### config.mk
export PLATFORM = sky130hd
export DESIGN_NAME = debug_probe
export DESIGN_NICKNAME = d
export VERILOG_FILES = /design/src/rtl/debug_probe.sv
export SDC_FILE = /design/constraint.sdc
export NUM_CORES = 1
export LEC_CHECK = 0
export ABC_AREA = 1
export CELL_PAD_IN_SITES_DETAIL_PLACEMENT = 1
export CELL_PAD_IN_SITES_GLOBAL_PLACEMENT = 1
export CORE_MARGIN = 1.5
export CORE_UTILIZATION = 43
export CTS_BUF_LIST = sky130_fd_sc_hd__clkbuf_8
export CTS_CLUSTER_SIZE = 30
export DETAILED_ROUTE_END_ITERATION = 16
export PLACE_DENSITY = 0.95
export RECOVER_POWER = 50
export SLEW_MARGIN = 15
export SYNTH_ARGS = -nofsm -noshare
export SYNTH_HDL_FRONTEND = slang
export SYNTH_SLANG_ARGS = --single-unit
### constraint.sdc
create_clock -name clk -period 2.7 [get_ports clk]
set_input_delay 0.405 -clock clk [delete_from_list [all_inputs] [get_ports clk]]
set_output_delay 0.405 -clock clk [all_outputs]
set_load 0.05 [all_outputs]
### src/rtl/debug_probe.sv
// Serial debug register viewer: scans NPROBES internal signals out one bit
// per debug_clk rising edge, either live or from a triggered snapshot that
// freezes every probe on a single clk cycle.
module debug_probe #(
    parameter int unsigned NPROBES     = 16,
    parameter int unsigned ADDRW       = 4,
    parameter int unsigned SYNC_STAGES = 2
) (
    input  logic               clk,
    input  logic               reset,
    input  logic [NPROBES-1:0] probes,
    input  logic               debug_clk,
    input  logic               debug_mode,
    input  logic               arm,
    input  logic               trig_in,
    output logic               debug_out,
    output logic               frame_start,
    output logic               captured,
    output logic [ADDRW-1:0]   scan_addr
);

    typedef enum logic [1:0] {
        IDLE,
        ARMED,
        CAPT
    } state_t;

    localparam logic [ADDRW-1:0] LAST_ADDR = ADDRW'(NPROBES - 1);

    state_t                 state;
    state_t                 state_next;
    logic [SYNC_STAGES-1:0] dclk_sync;
    logic [SYNC_STAGES-1:0] trig_sync;
    logic                   dclk_hist;
    logic                   trig_hist;
    logic                   shift_pulse;
    logic                   trig_pulse;
    logic [ADDRW-1:0]       addr;
    logic [ADDRW-1:0]       addr_next;
    logic [NPROBES-1:0]     snap;
    logic                   capture;
    logic                   addr_clear;

    // Synchronise the asynchronous strobes and keep one history flop each
    // so a rising edge yields a single-cycle pulse.
    always_ff @(posedge clk or posedge reset) begin
        if (reset) begin
            dclk_sync <= '0;
            trig_sync <= '0;
            dclk_hist <= 1'b0;
            trig_hist <= 1'b0;
        end else begin
            dclk_sync <= {dclk_sync[SYNC_STAGES-2:0], debug_clk};
            trig_sync <= {trig_sync[SYNC_STAGES-2:0], trig_in};
            dclk_hist <= dclk_sync[SYNC_STAGES-1];
            trig_hist <= trig_sync[SYNC_STAGES-1];
        end
    end

    assign shift_pulse = dclk_sync[SYNC_STAGES-1] & ~dclk_hist;
    assign trig_pulse  = trig_sync[SYNC_STAGES-1] & ~trig_hist;

    // Snapshot state register.
    always_ff @(posedge clk or posedge reset) begin
        if (reset) begin
            state <= IDLE;
        end else begin
            state <= state_next;
        end
    end

    // Snapshot sequencing: a trigger while armed beats a coincident arm.
    always_comb begin
        state_next = state;
        capture    = 1'b0;
        addr_clear = 1'b0;
        case (state)
            IDLE: begin
                if (arm) begin
                    state_next = ARMED;
                    addr_clear = 1'b1;
                end
            end
            ARMED: begin
                if (trig_pulse) begin
                    state_next = CAPT;
                    capture    = 1'b1;
                end else if (arm) begin
                    addr_clear = 1'b1;
                end
            end
            CAPT: begin
                if (arm) begin
                    state_next = ARMED;
                    addr_clear = 1'b1;
                end
            end
            default: state_next = IDLE;
        endcase
    end

    // Next scan address: arm clear beats shift; wraps after the last probe.
    always_comb begin
        addr_next = addr;
        if (addr_clear) begin
            addr_next = '0;
        end else if (shift_pulse) begin
            if (addr == LAST_ADDR) begin
                addr_next = '0;
            end else begin
                addr_next = addr + ADDRW'(1);
            end
        end
    end

    // Address counter and snapshot storage.
    always_ff @(posedge clk or posedge reset) begin
        if (reset) begin
            addr <= '0;
            snap <= '0;
        end else begin
            addr <= addr_next;
            if (capture) begin
                snap <= probes;
            end
        end
    end

    // Registered outputs; data and frame marker follow the address by one
    // edge so they always describe the same scan position.
    always_ff @(posedge clk or posedge reset) begin
        if (reset) begin
            debug_out   <= 1'b0;
            frame_start <= 1'b1;
            captured    <= 1'b0;
        end else begin
            debug_out   <= debug_mode ? snap[addr] : probes[addr];
            frame_start <= (addr == '0);
            captured    <= (state_next == CAPT);
        end
    end

    assign scan_addr = addr;

endmodule

# ---- Word-level counts from Yosys, hierarchy flattened
# Index checks and enable logic that the tools add are counted.
dict set report op_classes {
  add_sub_neg 1
  magnitude_cmp 1
  eq_ne 4
  n_mux 16
  bitwise 4
  n_reduce_logical 4
}
# cell count
set op_table {}
lappend op_table {{2-to-1 mux 4 bit} 3}
lappend op_table {{binary-select mux 1 bit (select 4 bit)} 2}
lappend op_table {{2-to-1 mux 1 bit} 7}
lappend op_table {{< comparator 4 x 5 -> 1 bit (second input constant)} 1}
lappend op_table {{adder 4 x 1 -> 4 bit (second input constant)} 1}
lappend op_table {{== test 2 bit (second input constant)} 2}
lappend op_table {{== test 4 bit (second input constant)} 1}
lappend op_table {{logical NOT 4 bit} 1}
lappend op_table {{2-to-1 mux 2 bit} 2}
lappend op_table {{one-hot mux 2 bit (2 select lines)} 1}
lappend op_table {{AND 1 bit} 2}
lappend op_table {{== test 2 x 1 -> 1 bit (second input constant)} 1}
lappend op_table {{logical NOT 2 bit} 1}
lappend op_table {{NOT 1 bit} 2}
lappend op_table {{one-hot mux 1 bit (2 select lines)} 1}
lappend op_table {{nonzero test 2 bit} 1}
lappend op_table {{OR reduction 2 bit} 1}
dict set report word_totals {
  register_bits 31
  inputBits 22
  out_inout_bits 7
}

# ---- Depth between registers and ports, before layout
dict set report logic_depth {
  depth_word 5
  ltp_mapped 10
}

# ---- Least setup slack after synthesis
# Ideal clock, no wire load.
dict set report synth_path {
  path_kind {register -> register}
  startpoint {reg addr[0] (netlist: scan_addr[0])}
  endpoint {reg addr[1] (netlist: scan_addr[1])}
  setup_time_ps 113
  arrival_ps 1541
  slack_ps 1046
  stages_incl_launch_ff 9
  period_less_slack_ps 1654
  path_cell_list {dfrtp_1 > buf_4 > inv_4 > buf_6 > ha_1 > nand2_1 > o21ai_0 > nand2_1 > inv_1}
}
dict set report synth_via {
  elab_chain_cells 4
}
# item line
set synth_rtl {}
lappend synth_rtl {{start: declaration} 38} ;# logic [ADDRW-1:0] addr;
lappend synth_rtl {{start signal: assignment} 122} ;# addr <= addr_next;
lappend synth_rtl {{adder 4 x 1 -> 4 bit or == test 4 bit (tied branches)} {111, 108}}
lappend synth_rtl {{2-to-1 mux 4 bit *} 108} ;# if (addr == LAST_ADDR) begin
lappend synth_rtl {{2-to-1 mux 4 bit *} 107} ;# end else if (shift_pulse) begin
lappend synth_rtl {{2-to-1 mux 4 bit *} 105} ;# if (addr_clear) begin
# Every way passes the cells marked *; elsewhere a longest branch is shown, timed or not. The select of a mux whose other input is x is not followed.
# A chain may end at the register's enable or synchronous reset.

# ---- Final worst setup path
dict set report layout_path {
  startpoint {reg addr[1] (netlist: scan_addr[1])}
  endpoint {out scan_addr[1]}
}
# item line
set layout_lines {}
lappend layout_lines {{end: declaration} 19} ;# output logic [ADDRW-1:0] scan_addr
# No word-level cell between the ends.

==> key figures <==
Status
  – Outcome: completed

Synthesis
  – Post-Syn Area: 1654 um2
  – Seq/Total Area, Yosys: 46.97%
  – Syn Area/Cell: between 8 and 9 um2
  – Net Count, Synth: 230
  – Leading area contributor after synthesis: dfrtp_1
  – Synthesized flop and latch total: 31
  – Most frequent cell after synthesis: nand2_1
  – Top post-synthesis cells by area: dfrtp_1, nand2_1, inv_1
  – Top cells by count, synth: nand2_1, inv_1, dfrtp_1
  – Post-synth ARST share: 100.0%
  – Synth cell types: 21
  – Cells after synthesis: 206
  – Yosys warnings: 0
  – Yosys top cell area share: 45.39%
  – Post-synth EDFFs: 0
  – Post-synth top flop: dfrtp_1

Clock network
  – Postcts setup bufs: 0
  – Clock sink total: 31
  – CTS root buffer: clkbuf_8
  – H-Tree Depth: 2
  – CTS tree: built
  – Worst-path clk slew: 0.08 ns
  – CTS buffer count: 5
  – CTS resizes: 0
  – CTS Hold Bufs: 0
  – Worst-Skew Late Latency: a little under 0.3 ns
  – Clock tree buffer depth: 2

Setup path
  – Critical-path maximum fanout: 11
  – R2R cell count: 6
  – Crit path buf inv count: 1
  – Worst path max stage delay: approximately 0.9 ns
  – CP delay by family, top: buffers and inverters
  – Crit path cell chain: clkdlybuf4s50_1
  – Slowest CP cell: clkdlybuf4s50_1
  – Startpoint types: register
  – Crit Path Category: reg2out
  – Worst EP required: 2.30 ns
  – Critical Path AT: about 1.8 ns
  – Critical Path End Type: output port
  – Stages on worst setup path: 1

Cells and area
  – Util after Layout: a little under three fifths
  – Final #Nets: 259
  – Layout area overhead: 23.30%
  – Ant diodes: 0
  – Layout cells sized above 1: 12.71%

STA
  – Final hold vios: 0
  – Final Slew Violations: 0
  – Final setup skew: 0.01320 ns
  – Final TNS setup: 0 ns
  – Post-layout min period: between 2 and 2.5 ns
  – Fmax: 0.4605 GHz
  – Slew margin rel.: between 40% and 50%
  – Slew @ Worst Pin: between 0.8 and 0.9 ns
  – RSZ-0062 raised after global routing: no
  – Fin crit share: 80.43%
  – Final setup viols: 0

Drt
  – DR pass1 iterations: 4
  – Total Wirelength: 3746 um
  – Via count: 1361
  – Starting DRC count in detailed routing: 32
  – DRC viols: 0
  – Via density: 4.792
  – WL/cell: between 10 and 15 um
  – Final ANT Viol Nets: 0

Global routing
  – First-pass GRT wire length: 6223 um
  – Largest net degree at the start of global routing: 23
  – Gr ovfl total: 0
  – Initial antenna violation count: 0
  – Number of global-route vias before repair: between 1000 and 1500
  – Total Routing Usage GR: ~20%

Placement
  – # port buffers: 28
  – GPL Wtd Cong: 0.7853
  – Dpl hpwl: 2733 um

Floorplan
  – Io pins: 29
  – DIE WIDTH: 65.02 um
  – Initial core utilization: about 45%
  – Core area: 3689 um2
  – Full die area: 4228 um2
  – Die H: 65.02 um
  – Site Rows: 22

Power
  – Static leakage: 0.001056 uW
  – Max IR drop VDD: 330.8 uV
  – Pwr dens: 812.7 nW/um2

Run
  – Max-Cap Viols: 0

Worst hold path
  – Hold WC Path Type: reg2reg
  – Hold Path Depth: 0
## path summary, 6_finish.rpt
check / startpoint / endpoint / slack [ns]
max in group asynchronous: reset / snap[5]$_DFFE_PP0P_ / 0.88
max reg2reg: scan_addr[1]$_DFFE_PP0P_ / scan_addr[1]$_DFFE_PP0P_ / 1.01
min: trig_sync[0]$_DFF_PP0_ / trig_sync[1]$_DFF_PP0_ / 0.35
max: scan_addr[1]$_DFFE_PP0P_ / scan_addr[1] / 0.53
min in group asynchronous: reset / scan_addr[1]$_DFFE_PP0P_ / 0.63
min reg2reg: trig_sync[0]$_DFF_PP0_ / trig_sync[1]$_DFF_PP0_ / 0.35
## per-layer routing
layer  up-vias  GRT usage, %  share of wire (%)
li1        686             -                  -
met1       649         24.50                 44
met2        20         33.12                 50
met3         6         5.729                3.0
met4         0         8.594                2.0
met5         -             0                  0
## through the flow
step	setup slack, ns	total power [uW]	instance area [um2]	hold WS (ns)	instances
global placement	0.8680	1181	1931	0.3324	276
detailed placement	0.8557	1210	1931	0.3363	276
CTS	0.5225	1680	2043	0.3516	284
finish	0.5283	1657	2039	0.3502	284
global route	0.4821	1774	2039	0.3764	284
floorplan	1.046	1081	1654	0.3312	206
## final cells by class
type / instances / area, um2
Inverter: 35 / 133.9
Timing Repair Buffer: 31 / 299.0
Clock buffer: 5 / 68.82
Tap cell: 48 / 60.06
Multi-Input combinational cell: 131 / 656.9
Fill cell: 468 / 1649
Clock inverter: 3 / 43.79
Sequential cell: 31 / 777.0
## flip-flops by register name (all words and copies together), names as in the netlist
name         cells
snap            16
frame_start      1
scan_addr        4
dclk_sync        2
trig_sync        2
dclk_hist        1
state            2
debug_out        1
captured         1
trig_hist        1
## kinds of logic after synthesis
kind of cell / count (synthesis) / synth area share (%)
AND/OR/NAND/NOR: 103 / 25.72
XOR/XNOR: 1 / 0.5296
flip-flops: 31 / 46.97
buffers and inverters: 44 / 13.31
adder cells (fa/ha/maj): 2 / 1.513
AO/OA/AOI/OAI: 23 / 10.14
multiplexers: 2 / 1.816
## layout by cell type (no fill, tap or decap)
cell type,netlist,final
nand2_1,60,60
inv_1,34,34
dfrtp_1,30,30
clkdlybuf4s50_1,0,24
nand3_1,19,19
nor2_1,18,18
o21ai_2,11,11
o21ai_0,5,5
clkbuf_8,0,5
dlygate4sd3_1,0,4
a21oi_1,3,3
nor3_1,3,3
a21oi_2,3,3
mux2_4,2,2
ha_1,2,2
buf_4,4,2
nand3_2,1,1
or2_1,1,1
inv_4,1,1
o21ai_1,1,1
xor2_1,1,1
nor2_2,1,1
clkinv_2,0,1
clkinv_4,0,1
bufinv_16,0,1
dfstp_2,1,1
clkbuf_1,0,1
## where the power goes
part           switching, uW  internal (uW)
logic                    315            214
clock network            183            274
registers               71.2            600
Note: power is estimated with default switching activity, not from simulation.
